$ cat config.mk
export PLATFORM = sky130hd
export DESIGN_NAME = uart_tx_fifo
export DESIGN_NICKNAME = d
export VERILOG_FILES = /design/src/rtl/uart_tx_fifo.sv
export SDC_FILE = /design/constraint.sdc
export NUM_CORES = 1
export LEC_CHECK = 0
export CORE_ASPECT_RATIO = 0.75
export CORE_MARGIN = 3
export CORE_UTILIZATION = 45
export DETAILED_ROUTE_END_ITERATION = 10
export PLACE_DENSITY = 0.7
export SYNTH_ARGS = -nofsm -noshare
export SYNTH_HDL_FRONTEND = slang
export SYNTH_SLANG_ARGS = --single-unit
$ cat constraint.sdc
create_clock -name sys_clk -period 3.1 [get_ports sys_clk]
set_input_delay 0.465 -clock sys_clk [delete_from_list [all_inputs] [get_ports sys_clk]]
set_output_delay 0.465 -clock sys_clk [all_outputs]
set_load 0.05 [all_outputs]
$ cat src/rtl/uart_tx_fifo.sv
// rtl/uart_tx_fifo.sv - UART transmitter with configurable frame format and input FIFO
// Frames leave back-to-back while the FIFO holds data; every bit lasts exactly BAUD_CNT_MAX clocks.
module uart_tx_fifo #(
  parameter int UART_BPS   = 'd9600,
  parameter int CLK_FREQ   = 'd50_000_000,
  parameter int DATA_BITS  = 8,
  parameter int PARITY     = 0,
  parameter int STOP_BITS  = 1,
  parameter int FIFO_DEPTH = 16
) (
  input  logic                 sys_clk,
  input  logic                 sys_rst_n,
  input  logic [DATA_BITS-1:0] pi_data,
  input  logic                 pi_flag,
  output logic                 tx,
  output logic                 tx_busy,
  output logic                 fifo_full,
  output logic                 fifo_empty,
  output logic                 overflow
);

  localparam int BAUD_CNT_MAX = CLK_FREQ / UART_BPS;
  localparam int CNT_W        = (BAUD_CNT_MAX > 1) ? $clog2(BAUD_CNT_MAX) : 1;
  localparam int BIT_W        = $clog2(DATA_BITS + 1);
  localparam int PTR_W        = $clog2(FIFO_DEPTH);
  localparam int FCNT_W       = PTR_W + 1;

  localparam logic [CNT_W-1:0]  BAUD_LAST = CNT_W'(BAUD_CNT_MAX - 1);
  localparam logic [BIT_W-1:0]  BIT_LAST  = BIT_W'(DATA_BITS - 1);
  localparam logic [FCNT_W-1:0] DEPTH_C   = FCNT_W'(FIFO_DEPTH);
  localparam logic              STOP_LAST = (STOP_BITS == 2);

  typedef enum logic [2:0] {
    IDLE,
    START,
    DATA,
    PAR,
    STOP
  } state_t;

  // ---------------- input FIFO ----------------
  logic [DATA_BITS-1:0] mem [FIFO_DEPTH];
  logic [PTR_W-1:0]     wr_ptr;
  logic [PTR_W-1:0]     rd_ptr;
  logic [FCNT_W-1:0]    count;
  logic [FCNT_W-1:0]    count_next;
  logic                 wr_en;
  logic                 pop;
  logic [DATA_BITS-1:0] head;

  // Full is judged on the current count, so a write while full is lost even if a pop frees a slot.
  assign wr_en = pi_flag & ~fifo_full;
  assign head  = mem[rd_ptr];

  always_comb begin
    count_next = count;
    case ({wr_en, pop})
      2'b10:   count_next = count + 1'b1;
      2'b01:   count_next = count - 1'b1;
      default: count_next = count;
    endcase
  end

  always_ff @(posedge sys_clk or negedge sys_rst_n) begin
    if (!sys_rst_n) begin
      wr_ptr     <= '0;
      rd_ptr     <= '0;
      count      <= '0;
      fifo_full  <= 1'b0;
      fifo_empty <= 1'b1;
      overflow   <= 1'b0;
    end else begin
      if (wr_en) wr_ptr <= wr_ptr + 1'b1;
      if (pop)   rd_ptr <= rd_ptr + 1'b1;
      count      <= count_next;
      fifo_full  <= (count_next == DEPTH_C);
      fifo_empty <= (count_next == '0);
      overflow   <= pi_flag & fifo_full;
    end
  end

  always_ff @(posedge sys_clk) begin
    if (wr_en) mem[wr_ptr] <= pi_data;
  end

  // ---------------- transmit FSM ----------------
  state_t               state;
  state_t               state_next;
  logic [CNT_W-1:0]     baud_cnt;
  logic [CNT_W-1:0]     baud_cnt_next;
  logic [BIT_W-1:0]     bit_idx;
  logic [BIT_W-1:0]     bit_idx_next;
  logic                 stop_idx;
  logic                 stop_idx_next;
  logic [DATA_BITS-1:0] shift;
  logic [DATA_BITS-1:0] shift_next;
  logic                 par_bit;
  logic                 par_bit_next;
  logic                 tx_next;
  logic                 tx_busy_next;
  logic                 baud_wrap;
  logic                 load;

  assign baud_wrap = (baud_cnt == BAUD_LAST);
  assign pop       = load;

  always_ff @(posedge sys_clk or negedge sys_rst_n) begin
    if (!sys_rst_n) begin
      state    <= IDLE;
      baud_cnt <= '0;
      bit_idx  <= '0;
      stop_idx <= 1'b0;
      shift    <= '0;
      par_bit  <= 1'b0;
      tx       <= 1'b1;
      tx_busy  <= 1'b0;
    end else begin
      state    <= state_next;
      baud_cnt <= baud_cnt_next;
      bit_idx  <= bit_idx_next;
      stop_idx <= stop_idx_next;
      shift    <= shift_next;
      par_bit  <= par_bit_next;
      tx       <= tx_next;
      tx_busy  <= tx_busy_next;
    end
  end

  always_comb begin
    state_next    = state;
    baud_cnt_next = baud_cnt;
    bit_idx_next  = bit_idx;
    stop_idx_next = stop_idx;
    shift_next    = shift;
    par_bit_next  = par_bit;
    tx_next       = tx;
    tx_busy_next  = tx_busy;
    load          = 1'b0;

    if (state != IDLE) begin
      baud_cnt_next = baud_wrap ? '0 : baud_cnt + 1'b1;
    end

    case (state)
      IDLE: begin
        if (!fifo_empty) load = 1'b1;
      end
      START: begin
        if (baud_wrap) begin
          state_next   = DATA;
          tx_next      = shift[0];
          shift_next   = shift >> 1;
          bit_idx_next = '0;
        end
      end
      DATA: begin
        if (baud_wrap) begin
          if (bit_idx == BIT_LAST) begin
            if (PARITY != 0) begin
              state_next = PAR;
              tx_next    = par_bit;
            end else begin
              state_next    = STOP;
              tx_next       = 1'b1;
              stop_idx_next = 1'b0;
            end
          end else begin
            tx_next      = shift[0];
            shift_next   = shift >> 1;
            bit_idx_next = bit_idx + 1'b1;
          end
        end
      end
      PAR: begin
        if (baud_wrap) begin
          state_next    = STOP;
          tx_next       = 1'b1;
          stop_idx_next = 1'b0;
        end
      end
      STOP: begin
        if (baud_wrap) begin
          if (stop_idx == STOP_LAST) begin
            if (!fifo_empty) begin
              load = 1'b1;
            end else begin
              state_next   = IDLE;
              tx_busy_next = 1'b0;
            end
          end else begin
            stop_idx_next = 1'b1;
          end
        end
      end
      default: begin
        state_next   = IDLE;
        tx_next      = 1'b1;
        tx_busy_next = 1'b0;
      end
    endcase

    // Start bit begins on the pop edge, from IDLE or straight out of the last stop bit.
    if (load) begin
      state_next    = START;
      baud_cnt_next = '0;
      tx_next       = 1'b0;
      tx_busy_next  = 1'b1;
      shift_next    = head;
      par_bit_next  = (PARITY == 1) ? ~(^head) : (^head);
    end
  end

endmodule

* Yosys cells after proc, flatten, opt, wreduce, memory -nomap -nowiden *
Memories as Yosys holds them, arrays and structs flattened.
Cells that the tools add are included.

word-level totals
  register bits = 47
  bits in writable memories = 128
  input bits = 11
  output and inout port bits = 5
  logic and storage cells = 109
  memories kept = 1

operators by class
  add/sub/neg operators = 6
  equality and inequality tests = 26
  multiplexer cells = 45
  bitwise gates (word level) = 3
  reduce and logical (&&, ||, !) cells = 15

memory list
  name  depth  bits a word  read ports  clocked after memory_dff  write ports  line  text
  mem   16     8            1           0                         1            42    logic [DATA_BITS-1:0] mem [FIFO_DEPTH];

operators by type and width
  operator               number
  $mux 13                3
  $mux 8                 4
  $mux 3                 8
  $ne 3x3->1 const B     8
  $mux 1                 19
  $pmux 8 s2             1
  $reduce_and 4->1       4
  $pmux 3 s5             1
  $ne 2x2->1 const B     7
  $add 13x1->13 const B  1
  $eq 13x13->1 const B   1
  $add 4x1->4 const B    3
  $mux 4                 3
  $pmux 5 s2             1
  $reduce_bool 3->1      3
  $pmux 4 s2             1
  $reduce_and 8->1       1
  $eq 3x2->1 const B     2
  $add 5x1->5 const B    1
  $eq 5x5->1 const B     1
  $logic_not 5->1        1
  $reduce_and 5->1       1
  $sub 5x1->5 const B    1
  $eq 4x3->1 const B     1
  14 further kinds       18

* Logic depth before layout (Yosys ltp) *
Gate-level depths: netlist of the first run.

  depth in word-level cells = 7
  mapped depth = 15
  depth with buffers taken out = 12

* Least setup slack after synthesis of the first run *
Ideal clock, no wire load.

  path type = register to register
  start point = register state[1]
  end point = register fifo_full
  setup time = 0.125 ns
  data arrival time = 2.793 ns
  data required time = 2.975 ns
  setup slack = 0.182 ns
  stages on the path, launching flop included = 14
  period minus slack after synthesis = 2.918 ns
  cells stage by stage = dfrtp_1 -> buf_2 -> or2_1 -> buf_2 -> nor2_1 -> a21boi_2 -> buf_2 -> ha_1 -> buf_4 -> or3b_1 -> a2111oi_2 -> a31oi_1 -> xnor2_2 -> nor3b_2

between the ends
  cells in the longest elaborated chain, start to end = 5

RTL lines
  item                                           line  text
  start: declaration                             87    state_t state;
  start signal: assignment                       118   state <= state_next;
  $eq 3x3->1 or $logic_not 3->1 (tied branches)  144   case (state)
  $pmux 1 s2 (*)                                 144
  net load                                       102   logic load;
  $eq 2x1->1 or $eq 2x2->1 (tied branches)       57    case ({wr_en, pop})
  $pmux 5 s2 (*)                                 57
  net count_next[4]                              46    logic [FCNT_W-1:0] count_next;
  $eq 5x5->1 (*)                                 76    fifo_full <= (count_next == DEPTH_C);
  end signal: assignment                         76
  end: declaration                               17    output logic fifo_full,

The timed path passes the listed nets; every way through them passes the cells marked *.
A chain may end at the register's enable or synchronous reset.

* Worst setup path after layout of the first run *
  start point = register baud_cnt[0]
  end point = register fifo_empty

between the ends
  cells in the longest elaborated chain, start to end = 6

RTL lines
  item                                      line  text
  start: declaration                        89    logic [CNT_W-1:0] baud_cnt;
  start signal: assignment                  119   baud_cnt <= baud_cnt_next;
  $eq 13x13->1 (*)                          104   assign baud_wrap = (baud_cnt == BAUD_LAST);
  $mux 1 (*)                                182   if (baud_wrap) begin
  $pmux 1 s2 (*)                            144
  $eq 2x1->1 or $eq 2x2->1 (tied branches)  57
  $pmux 5 s2 (*)                            57
  $logic_not 5->1 (*)                       77    fifo_empty <= (count_next == '0);
  end signal: assignment                    77
  end: declaration                          18    output logic fifo_empty,

Mark *: on every way between the ends. The rest lies on a longest branch, timed or not.

==> results.py, run 1 <==
metrics = {
    "routing": {
        "via_count": 4129,
        "drt_pass1_iterations": 5,
        "wl_per_cell_um": 19.0,
        "via_per_inst": 5.51,
        "wl_um": 14200,
        "ant_nets": 0,
        "drc": 0,
        "drt_iter0_markers": 288,
    },
    "layout": {
        "final_nets": 548,
        "layout-drive-gt1-share_pct": 17.2,
        "fin_area_um2": 8540,
        "fillers": 1304,
        "syn2layout_area_growth_pct": 14.3,
        "antenna_cells": 0,
    },
    "grt": {
        "grt_start_max_net_pins": 34,
        "antenna_found_initial": 1,
        "grt_pass1_wl_um": 23100,
        "grt_pass1_vias": 4182,
        "grt_usage_pct": 16.5,
        "grt-ovfl-total": 0,
    },
    "floorplan": {
        "design.core.area_um2": 16100,
        "start_util_pct": 46.3,
        "die_w_um": 155,
        "rows": 40,
        "pin_count": 16,
        "dieArea_um2": 18200,
        "fp.dieH_um": 118,
    },
    "sta": {
        "slew_violations": 0,
        "hold_viol": 0,
        "worst_slew_pin_slew_ns": 0.906,
        "fmax_mhz": 359,
        "final.setup.worst_slack_ns": 0.318,
        "setup_viol": 0,
        "fin_setup_tns_ns": 0,
        "finalClockSkew_ns": 0.00825,
        "maxSlewHeadroom_pct": 37.9,
        "layout_min_cycle_time_ns": 2.78,
        "rsz0062_at_grt": "false",
        "fin_crit_sh_pct": 89.7,
    },
    "logic_synthesis": {
        "synth-edff-count": 128,
        "async_reset_ff_share_pct": 26.4,
        "synth_top_area_cell": "edfxtp_1",
        "synthesis.nets": 513,
        "synthFlopType": "edfxtp_1",
        "syn_avg_cell_area_um2": 15.2,
        "ys_warn_count": 0,
        "synth.top_cells.by_count": "128 x edfxtp_1, 46 x mux2i_1, 44 x dfrtp_1, 36 x nor2_1, 32 x nand2_1",
        "netlist_top_cells_area": "edfxtp_1 51%, dfrtp_1 15%, mux2i_1 6.2%",
        "yosysTopAreaCellShare_pct": 51.5,
        "yosys.cell_count.top_type": "edfxtp_1",
        "synth_area_um2": 7470,
        "ys_types": 55,
        "ys_ff_latch": 174,
        "seq_area_frac_synth_pct": 66.9,
        "syn_inst": 492,
    },
    "flow_run": {
        "cap_violations": 0,
    },
    "min_path": {
        "hp-class": "in2async",
    },
    "clock_network": {
        "cts_setup_buffers": 0,
        "holdBufCountCts": 0,
        "clock-sinks": 174,
        "cts-buffers-inserted": 17,
        "clk_latency_ns": 0.43,
        "cts_buffer_depth": 2,
        "post_cts_resized": 0,
        "root_buffer": "clkbuf_16",
        "clk_pin_slew_ns": 0.07,
        "htreeDepth": 4,
        "cts_tree": "done",
    },
    "setup_path": {
        "arrival_ns": 3.13,
        "worstSetupPathType": "reg2reg",
        "cp.required_ns": 3.45,
        "critical_path.max_fanout": 22,
        "rr_worst_depth": 11,
        "startpoint_type": "flip-flop",
        "setup.worst_path.end_class": "flip-flop",
    },
    "status": {
        "status": "complete, no violations",
    },
    "power": {
        "vdd_drop_max_mv": 0.449,
        "p_leak_nw": 3.14,
        "power_density_nw_per_um2": 844,
    },
    "placed_design": {
        "place_area_um2": 7940,
        "dpl.hpwl_um": 9470,
        "pre_cts_ws_ns": 0.342,
        "gp_congestion": 0.817,
        "port_buffers": 15,
    },
}
==> metal layers <==
metal | vias up | part of all wire (%) | global-route usage [%]
met4 | 2 | 0.73 | 5.07
met3 | 13 | 4.1 | 4.41
met1 | 2092 | 48 | 23.7
met2 | 72 | 47 | 24.9
li1 | 1950 | - | -
met5 | - | 0.091 | 0
==> cells by family after synthesis <==
group	after synthesis	synth area share (%)
multiplexers	66	11.9
buffers and inverters	34	2.30
flip-flops	174	66.9
adder cells (fa/ha/maj)	10	1.68
XOR/XNOR	23	2.80
AO/OA/AOI/OAI	58	5.39
AND/OR/NAND/NOR	127	9.03
==> power by group <==
part           internal [mW]  switching (mW)
combinational          0.868            1.05
sequential              2.86           0.286
clock                   1.15           0.977
==> layout by cell type, fill, tap and decap left out, types with 4 or more instances in the layout <==
cell type,count
a21oi_1,6
a221oi_1,7
a22o_1,7
buf_4,28
clkbuf_16,17
clkdlybuf4s50_1,14
dfrtp_1,44
edfxtp_1,128
ha_1,10
inv_1,7
inv_8,6
mux2i_1,46
mux4_2,18
nand2_1,32
nand3_1,10
nand4_1,4
nor2_1,36
nor2b_1,6
nor3_1,9
o211ai_1,8
o21ai_0,8
o21ai_1,12
xnor2_1,11
xor2_1,11
==> through the flow <==
step	std cells	utilization (%)	hold slack (ns)	total power [mW]
6_report	750	53.0	0.128	7.20
5_1_grt	750	53.0	0.176	7.60
4_1_cts	750	53.0	0.128	7.27
3_5_place_dp	718	49.3	0.494	5.13
3_3_place_gp	718	49.3	0.486	5.05
2_1_floorplan	492	-	0.169	4.58
==> state kept, by name, summed over array words and instances (netlist names) <==
register / count
tx: 1
wr_ptr: 4
fifo_full: 1
baud_cnt: 13
tx_busy: 1
count: 5
overflow: 1
bit_idx: 4
mem: 128
state: 3
rd_ptr: 4
shift: 8
fifo_empty: 1
==> critical path: stages (launching register included) <==
cell and delay, ns:
dfrtp_1 0.38, ha_1 0.19, and4bb_1 0.25, nand3_2 0.11
a21boi_2 0.19, buf_4 0.27, ha_1 0.36, inv_1 0.16
nand2_1 0.06, or4_1 0.40, o311a_1 0.16, nor3_1 0.18
==> layout make-up <==
class	count	area, um2	area share (%)
clock buffer	17	425	4.98
clock inverter	15	173	2.02
inverter	7	26.3	0.308
multi-input combinational	284	2300	26.9
sequential	174	5000	58.5
tap	210	263	3.08
timing repair buffer	43	355	4.16
==> path summary, 6_finish.rpt <==
check / start / endpoint / slack [ns]
min: sys_rst_n / wr_ptr[3]$_DFFE_PN0P_ / 0.13
min in group sys_clk: fifo_full$_DFF_PN0_ / overflow$_DFF_PN0_ / 0.51
max reg2reg: baud_cnt[0]$_DFFE_PN0N_ / fifo_empty$_DFF_PN1_ / 0.32
min reg2reg: fifo_full$_DFF_PN0_ / overflow$_DFF_PN0_ / 0.51
max: baud_cnt[0]$_DFFE_PN0N_ / fifo_empty$_DFF_PN1_ / 0.32
max in group asynchronous: sys_rst_n / baud_cnt[10]$_DFFE_PN0N_ / 2.26
Note: power is estimated with default switching activity, not from simulation.
==> run 2: changes to the inputs <==
==> constraint.sdc (replaced) <==
create_clock -name sys_clk -period 3.1 [get_ports sys_clk]
set_input_delay 0.465 -clock sys_clk [delete_from_list [all_inputs] [get_ports sys_clk]]
set_output_delay 0.465 -clock sys_clk [all_outputs]
set_load 0.02 [all_outputs]
==> results of run 2 <==
The final DEF is identical to that of run 1. Status: complete, no violations.
Main changes from that run: total power 7.20 mW -> 7.19 mW
